File: src/rtl/pe_rs_if.sv
// pe_rs_if: stream bundle for pe_rs (weight/ifmap/psum_in in, psum_out and busy out); master = feeder, slave = PE
interface pe_rs_if #(
  parameter int DATA_W = 16,
  parameter int PSUM_W = 32
);
  logic              w_valid, w_ready;
  logic [DATA_W-1:0] w_data;
  logic              ifmap_valid, ifmap_ready, ifmap_last, keep_w;
  logic [DATA_W-1:0] ifmap_data;
  logic              psum_in_valid, psum_in_ready;
  logic [PSUM_W-1:0] psum_in_data;
  logic              psum_out_valid, psum_out_ready;
  logic [PSUM_W-1:0] psum_out_data;
  logic              busy;
  modport master (
    output w_valid, w_data, ifmap_valid, ifmap_data, ifmap_last, keep_w,
           psum_in_valid, psum_in_data, psum_out_ready,
    input  w_ready, ifmap_ready, psum_in_ready, psum_out_valid, psum_out_data, busy
  );
  modport slave (
    input  w_valid, w_data, ifmap_valid, ifmap_data, ifmap_last, keep_w,
           psum_in_valid, psum_in_data, psum_out_ready,
    output w_ready, ifmap_ready, psum_in_ready, psum_out_valid, psum_out_data, busy
  );
endinterface

File: src/rtl/pe_rs.sv
// pe_rs: row-stationary PE (clk, async active-low rst, bus: weight/ifmap/psum_in streams in, psum_out stream and busy out)
module pe_rs #(
  parameter int DATA_W   = 16,
  parameter int PSUM_W   = 32,
  parameter int FILT_LEN = 3,
  parameter bit SIGNED   = 1
) (
  input  logic  clk,
  input  logic  rst,
  pe_rs_if.slave bus
);
  localparam int CW = $clog2(FILT_LEN);
  localparam logic [CW-1:0] LAST = CW'(FILT_LEN - 1);
  typedef enum logic [2:0] {LOAD_W, FILL, MAC, ACC, OUT, SHIFT} state_t;
  state_t            state_q, state_d;
  logic [DATA_W-1:0] w_q [FILT_LEN];
  logic [DATA_W-1:0] w_d [FILT_LEN];
  logic [DATA_W-1:0] x_q [FILT_LEN];
  logic [DATA_W-1:0] x_d [FILT_LEN];
  logic [DATA_W-1:0] x_sh [FILT_LEN];
  logic [DATA_W-1:0] wk, xk;
  logic [CW-1:0]     cnt_q, cnt_d, cnt_inc;
  logic [PSUM_W-1:0] acc_q, acc_d, out_q, out_d, prod;
  logic              last_q, last_d;
  assign bus.w_ready        = state_q == LOAD_W;
  assign bus.ifmap_ready    = state_q == FILL || state_q == SHIFT;
  assign bus.psum_in_ready  = state_q == ACC;
  assign bus.psum_out_valid = state_q == OUT;
  assign bus.psum_out_data  = out_q;
  assign bus.busy           = state_q != LOAD_W;
  always_comb begin
    state_d = state_q;
    w_d     = w_q;
    x_d     = x_q;
    cnt_d   = cnt_q;
    acc_d   = acc_q;
    out_d   = out_q;
    last_d  = last_q;
    cnt_inc = cnt_q == LAST ? '0 : cnt_q + CW'(1);
    wk      = w_q[cnt_q];
    xk      = x_q[cnt_q];
    // operands extended to PSUM_W first, so the wrapped product equals the extended 2*DATA_W product
    prod    = {{(PSUM_W-DATA_W){SIGNED && wk[DATA_W-1]}}, wk} *
              {{(PSUM_W-DATA_W){SIGNED && xk[DATA_W-1]}}, xk};
    for (int i = 0; i < FILT_LEN - 1; i++) x_sh[i] = x_q[i+1];
    x_sh[FILT_LEN-1] = bus.ifmap_data;
    case (state_q)
      LOAD_W: if (bus.w_valid) begin
        w_d[cnt_q] = bus.w_data;
        cnt_d      = cnt_inc;
        state_d    = cnt_q == LAST ? FILL : LOAD_W;
      end
      FILL: if (bus.ifmap_valid) begin
        x_d   = x_sh;
        cnt_d = cnt_inc;
        if (cnt_q == LAST) begin
          acc_d   = '0;
          last_d  = bus.ifmap_last;
          state_d = MAC;
        end else if (bus.ifmap_last) begin
          cnt_d   = '0;
          state_d = bus.keep_w ? FILL : LOAD_W;
        end
      end
      MAC: begin
        acc_d   = acc_q + prod;
        cnt_d   = cnt_inc;
        state_d = cnt_q == LAST ? ACC : MAC;
      end
      ACC: if (bus.psum_in_valid) begin
        out_d   = acc_q + bus.psum_in_data;
        state_d = OUT;
      end
      OUT: if (bus.psum_out_ready) begin
        last_d  = 1'b0;
        state_d = !last_q ? SHIFT : bus.keep_w ? FILL : LOAD_W;
      end
      SHIFT: if (bus.ifmap_valid) begin
        x_d     = x_sh;
        last_d  = bus.ifmap_last;
        acc_d   = '0;
        cnt_d   = '0;
        state_d = MAC;
      end
      default: state_d = LOAD_W;
    endcase
  end
  always_ff @(posedge clk or negedge rst) begin
    if (!rst) begin
      state_q <= LOAD_W;
      w_q     <= '{default: '0};
      x_q     <= '{default: '0};
      cnt_q   <= '0;
      acc_q   <= '0;
      out_q   <= '0;
      last_q  <= 1'b0;
    end else begin
      state_q <= state_d;
      w_q     <= w_d;
      x_q     <= x_d;
      cnt_q   <= cnt_d;
      acc_q   <= acc_d;
      out_q   <= out_d;
      last_q  <= last_d;
    end
  end
endmodule

File: src/flat_wrapper.sv
// flat-port wrapper written by rule: the top's interface ports become plain ports
module pe_rs_flat 
#(
  parameter int DATA_W   = 16,
  parameter int PSUM_W   = 32,
  parameter int FILT_LEN = 3,
  parameter bit SIGNED   = 1
)
  (clk, rst, bus_w_valid, bus_w_data, bus_ifmap_valid, bus_ifmap_data, bus_ifmap_last, bus_keep_w, bus_psum_in_valid, bus_psum_in_data, bus_psum_out_ready, bus_w_ready, bus_ifmap_ready, bus_psum_in_ready, bus_psum_out_valid, bus_psum_out_data, bus_busy);
  pe_rs_if #(.DATA_W(DATA_W), .PSUM_W(PSUM_W)) bus_i ();
  input  logic clk;
  input  logic rst;
  input wire logic [$bits(bus_i.w_valid)-1:0] bus_w_valid;
  input wire logic [$bits(bus_i.w_data)-1:0] bus_w_data;
  input wire logic [$bits(bus_i.ifmap_valid)-1:0] bus_ifmap_valid;
  input wire logic [$bits(bus_i.ifmap_data)-1:0] bus_ifmap_data;
  input wire logic [$bits(bus_i.ifmap_last)-1:0] bus_ifmap_last;
  input wire logic [$bits(bus_i.keep_w)-1:0] bus_keep_w;
  input wire logic [$bits(bus_i.psum_in_valid)-1:0] bus_psum_in_valid;
  input wire logic [$bits(bus_i.psum_in_data)-1:0] bus_psum_in_data;
  input wire logic [$bits(bus_i.psum_out_ready)-1:0] bus_psum_out_ready;
  output wire logic [$bits(bus_i.w_ready)-1:0] bus_w_ready;
  output wire logic [$bits(bus_i.ifmap_ready)-1:0] bus_ifmap_ready;
  output wire logic [$bits(bus_i.psum_in_ready)-1:0] bus_psum_in_ready;
  output wire logic [$bits(bus_i.psum_out_valid)-1:0] bus_psum_out_valid;
  output wire logic [$bits(bus_i.psum_out_data)-1:0] bus_psum_out_data;
  output wire logic [$bits(bus_i.busy)-1:0] bus_busy;
  assign bus_i.w_valid = bus_w_valid;
  assign bus_i.w_data = bus_w_data;
  assign bus_i.ifmap_valid = bus_ifmap_valid;
  assign bus_i.ifmap_data = bus_ifmap_data;
  assign bus_i.ifmap_last = bus_ifmap_last;
  assign bus_i.keep_w = bus_keep_w;
  assign bus_i.psum_in_valid = bus_psum_in_valid;
  assign bus_i.psum_in_data = bus_psum_in_data;
  assign bus_i.psum_out_ready = bus_psum_out_ready;
  assign bus_w_ready = bus_i.w_ready;
  assign bus_ifmap_ready = bus_i.ifmap_ready;
  assign bus_psum_in_ready = bus_i.psum_in_ready;
  assign bus_psum_out_valid = bus_i.psum_out_valid;
  assign bus_psum_out_data = bus_i.psum_out_data;
  assign bus_busy = bus_i.busy;
  pe_rs #(.DATA_W(DATA_W), .PSUM_W(PSUM_W), .FILT_LEN(FILT_LEN), .SIGNED(SIGNED)) u_core (.clk(clk), .rst(rst), .bus(bus_i));
endmodule
File: config.mk
export PLATFORM = sky130hd
export DESIGN_NAME = pe_rs_flat
export DESIGN_NICKNAME = d
export VERILOG_FILES = /design/src/rtl/pe_rs_if.sv /design/src/rtl/pe_rs.sv /design/src/flat_wrapper.sv
export SDC_FILE = /design/constraint.sdc
export NUM_CORES = 1
export LEC_CHECK = 0
export ABC_AREA = 1
export BUFFER_PORTS_ARGS = -buffer_cell sky130_fd_sc_hd__buf_2
export CAP_MARGIN = 40
export CORE_UTILIZATION = 45
export DETAILED_ROUTE_END_ITERATION = 16
export SLEW_MARGIN = 30
export SYNTH_ARGS = -nofsm -noshare
export SYNTH_HDL_FRONTEND = slang
export SYNTH_SLANG_ARGS = --single-unit
File: constraint.sdc
create_clock -name clk -period 18.34 [get_ports clk]
set_input_delay 0 -clock clk [delete_from_list [all_inputs] [get_ports clk]]
set_output_delay 0 -clock clk [all_outputs]
set_load 0.005 [all_outputs]
==> results_dict.tcl <==
set metrics [dict create \
    firstDrtPassIters 5 \
    fmax_mhz 139.5 \
    port_buffers 108 \
    setup_violations 0 \
    status "complete, no violations" \
    wire_per_inst_um 16.90 \
    fin_skew_ns 0.01306 \
    critical_path_required_ns 18.74 \
    syn2layout_area_growth_pct 10.84 \
    cts_tree "yes" \
    grt_pass1_vias 17898 \
    synth_cell_types 49 \
    routed_wl_um 55890 \
    syn_nets 3060 \
    synth_edf_count 0 \
    setup_tns_ns 0 \
    postCtsHoldBufs 49 \
    synthesis.area_um2 20560 \
    diodes 0 \
    synth-seq-area-share_pct 20.20 \
    drc_errors 0 \
    antenna_found_initial 0 \
    max_stage_delay_ns 0.71 \
    slew_viol_final 0 \
    grt_max_degree 66 \
    ys_ff_latch 166 \
    relSlewSlack_pct 45.40 \
    avgSynthCellArea_um2 8.013 \
    grt_use_total_pct 25.72 \
    grt-ovfl-total 0 \
    drv_cap 0 \
    ys_async_sr_fraction_pct 100.0 \
    period_share_pct 39.07 \
    vias 16562 \
    yosysWarnings 0 \
    vias_per_cell 5.010 \
    endpoint_kind "flip-flop" \
    rows 77 \
    drive_gt1_share_pct 9.912 \
    cts_setup_buffers 0 \
    slowest_stage "o21ai_2" \
    worstPathArrival_ns 7.56 \
    dpl.hpwl_um 45900 \
    syn_inst 2566 \
    path_buf_inv 8 \
    critPathTopFamily "adder cells" \
    worstMarginPinSlew_ns 0.8188 \
    clk_pin_slew_ns 0.08 \
    nNetsFinal 3195 \
    hold_viol_final 0 \
    numCtsBuffers 17 \
    cts_root_buf "clkbuf_16" \
    io_pins 109 \
    die_y_um 215.8 \
    ant_nets 0 \
    cp-start-kind "flip-flop" \
    worstSetupPathType "flip-flop to flip-flop" \
    dieArea_um2 46550 \
    crit_fanout 32 \
    place_congestion 0.8486 \
    cts_resized 0 \
    start_util_pct 46.09 \
    dieWidth_um 215.8 \
    fin_util_pct 51.09 \
    hp-class "input port to flip-flop" \
    rsz0062_at_grt "false" \
    clk-insertion-delay-late_ns 0.50 \
    htreeDepth 4 \
    grt_pass1_wl_um 93170 \
    cts_sinks 166 \
    fin_hold_ws_ns 0.02944 \
    coreArea_um2 44610 \
    drt_iter0_markers 919 \
    layout_min_cycle_time_ns 7.166 \
    clk_path_buf_depth 2 \
    ys.flop_type "dfrtp_1" \
]
-- synth_stat cells, types with 7 or more instances --
cell type,count,share of area (%)
nand2_1,688,13
inv_1,594,11
fa_1,293,29
dfrtp_1,166,20
ha_1,129,7.9
o21ai_0,125,3.0
nor2_1,95,1.7
nand3_1,89,2.2
a21oi_1,71,1.7
inv_2,30,0.55
a22oi_1,28,1.0
mux2_2,27,1.5
buf_2,26,0.63
buf_4,22,0.80
nand4_1,19,0.58
o21ai_2,17,0.72
nor3_1,15,0.37
xnor2_1,15,0.64
o21bai_1,14,0.51
clkbuf_1,12,0.22
or2_2,8,0.24
buf_6,7,0.38
-- worst reg2reg max path: stages (launching register included) --
cell	delay, ns
dfrtp_1	0.48
inv_2	0.08
nor2_2	0.17
inv_4	0.25
o21ai_2	0.73
nand2_1	0.29
fa_1	0.60
inv_1	0.12
fa_1	0.66
inv_1	0.10
fa_1	0.51
inv_1	0.06
fa_1	0.52
inv_1	0.05
fa_1	0.47
fa_1	0.50
inv_1	0.05
ha_1	0.36
inv_1	0.10
nor3_1	0.32
nand2_1	0.12
nand3b_1	0.26
nand2_1	0.11
nand2_1	0.05
nand3_1	0.06
nand2_1	0.05
-- logic make-up (layout without fill, tap and decap cells) --
kind of cell	count (synthesis)	count (layout)	share of synthesized area [%]
DFF	166	166	20.20
adders and majority gates	422	422	36.38
xor gates and xnor gates	17	17	0.7242
and+or+nand+nor	942	942	18.67
buffers and inverters	692	840	13.45
AOI/OAI and AO/OA	294	294	8.769
muxes	33	33	1.807
-- state kept, by name, indices dropped and copies added (netlist names) --
name                      cells
u_core.w_q                   48
u_core.x_q                   48
u_core.last_q                 1
u_core.acc_q                 32
u_core.state_q                3
u_core.cnt_q                  2
u_core.bus.psum_out_data     32
-- final timing paths --
check	endpoint	startpoint	slack (ns)	cells after the start
min	u_core.bus.psum_out_data[21]$_DFFE_PN0P_	bus_psum_in_data[21]	0.03	5
min reg2reg	u_core.bus.psum_out_data[17]$_DFFE_PN0P_	u_core.bus.psum_out_data[17]$_DFFE_PN0P_	0.48	2
max in group asynchronous	u_core.bus.psum_out_data[21]$_DFFE_PN0P_	rst	16.58	5
max	u_core.acc_q[30]$_DFFE_PN0P_	u_core.cnt_q[1]$_DFFE_PN0P_	11.17	25
max reg2reg	u_core.acc_q[30]$_DFFE_PN0P_	u_core.cnt_q[1]$_DFFE_PN0P_	11.17	25
min in group asynchronous	u_core.w_q[17]$_DFFE_PN0P_	rst	0.04	2
-- per-layer routing --
metal  GRT usage, %  up-vias  share of wire, %
met1          32.81     8116                44
met2          43.90      336                49
li1               -     8027                 -
met4          10.21        0               3.5
met5              0        -                 0
met3          3.693       83               3.5
-- layout make-up --
cell class,instances,area (um2)
clock buffer,18,429.2
clock inverter,14,157.7
fill,4276,21820
inverter,624,2345
multi-input combinational,1708,13650
sequential,166,4154
tap,592,740.7
timing repair buffer,184,1316
-- per-stage QoR --
stage | cells | setup slack [ns] | instance area, um2
after floorplan | 2566 | 12.35 | 20560
after global placement | 3208 | 10.99 | 21500
after detailed placement | 3215 | 11.13 | 21590
after CTS | 3296 | 11.08 | 22660
after global routing | 3306 | 10.69 | 22790
final | 3306 | 11.17 | 22790
-- layout by cell type, fill, tap and decap left out, drive strengths merged, types with 33 or more instances in the layout --
| cell type | Yosys | layout |
|---|---|---|
| dfrtp | 166 | 166 |
| nand2 | 690 | 690 |
| nor2 | 103 | 103 |
| inv | 624 | 632 |
| a21oi | 71 | 71 |
| nand3 | 91 | 91 |
| mux2 | 33 | 33 |
| fa | 293 | 293 |
| dlygate4sd3 | 0 | 49 |
| ha | 129 | 129 |
| buf | 56 | 135 |
| o21ai | 150 | 150 |
Power is left out: the tool's default activity adds up to more than one toggle a clock period on the data nets, which glitch-free logic cannot reach.
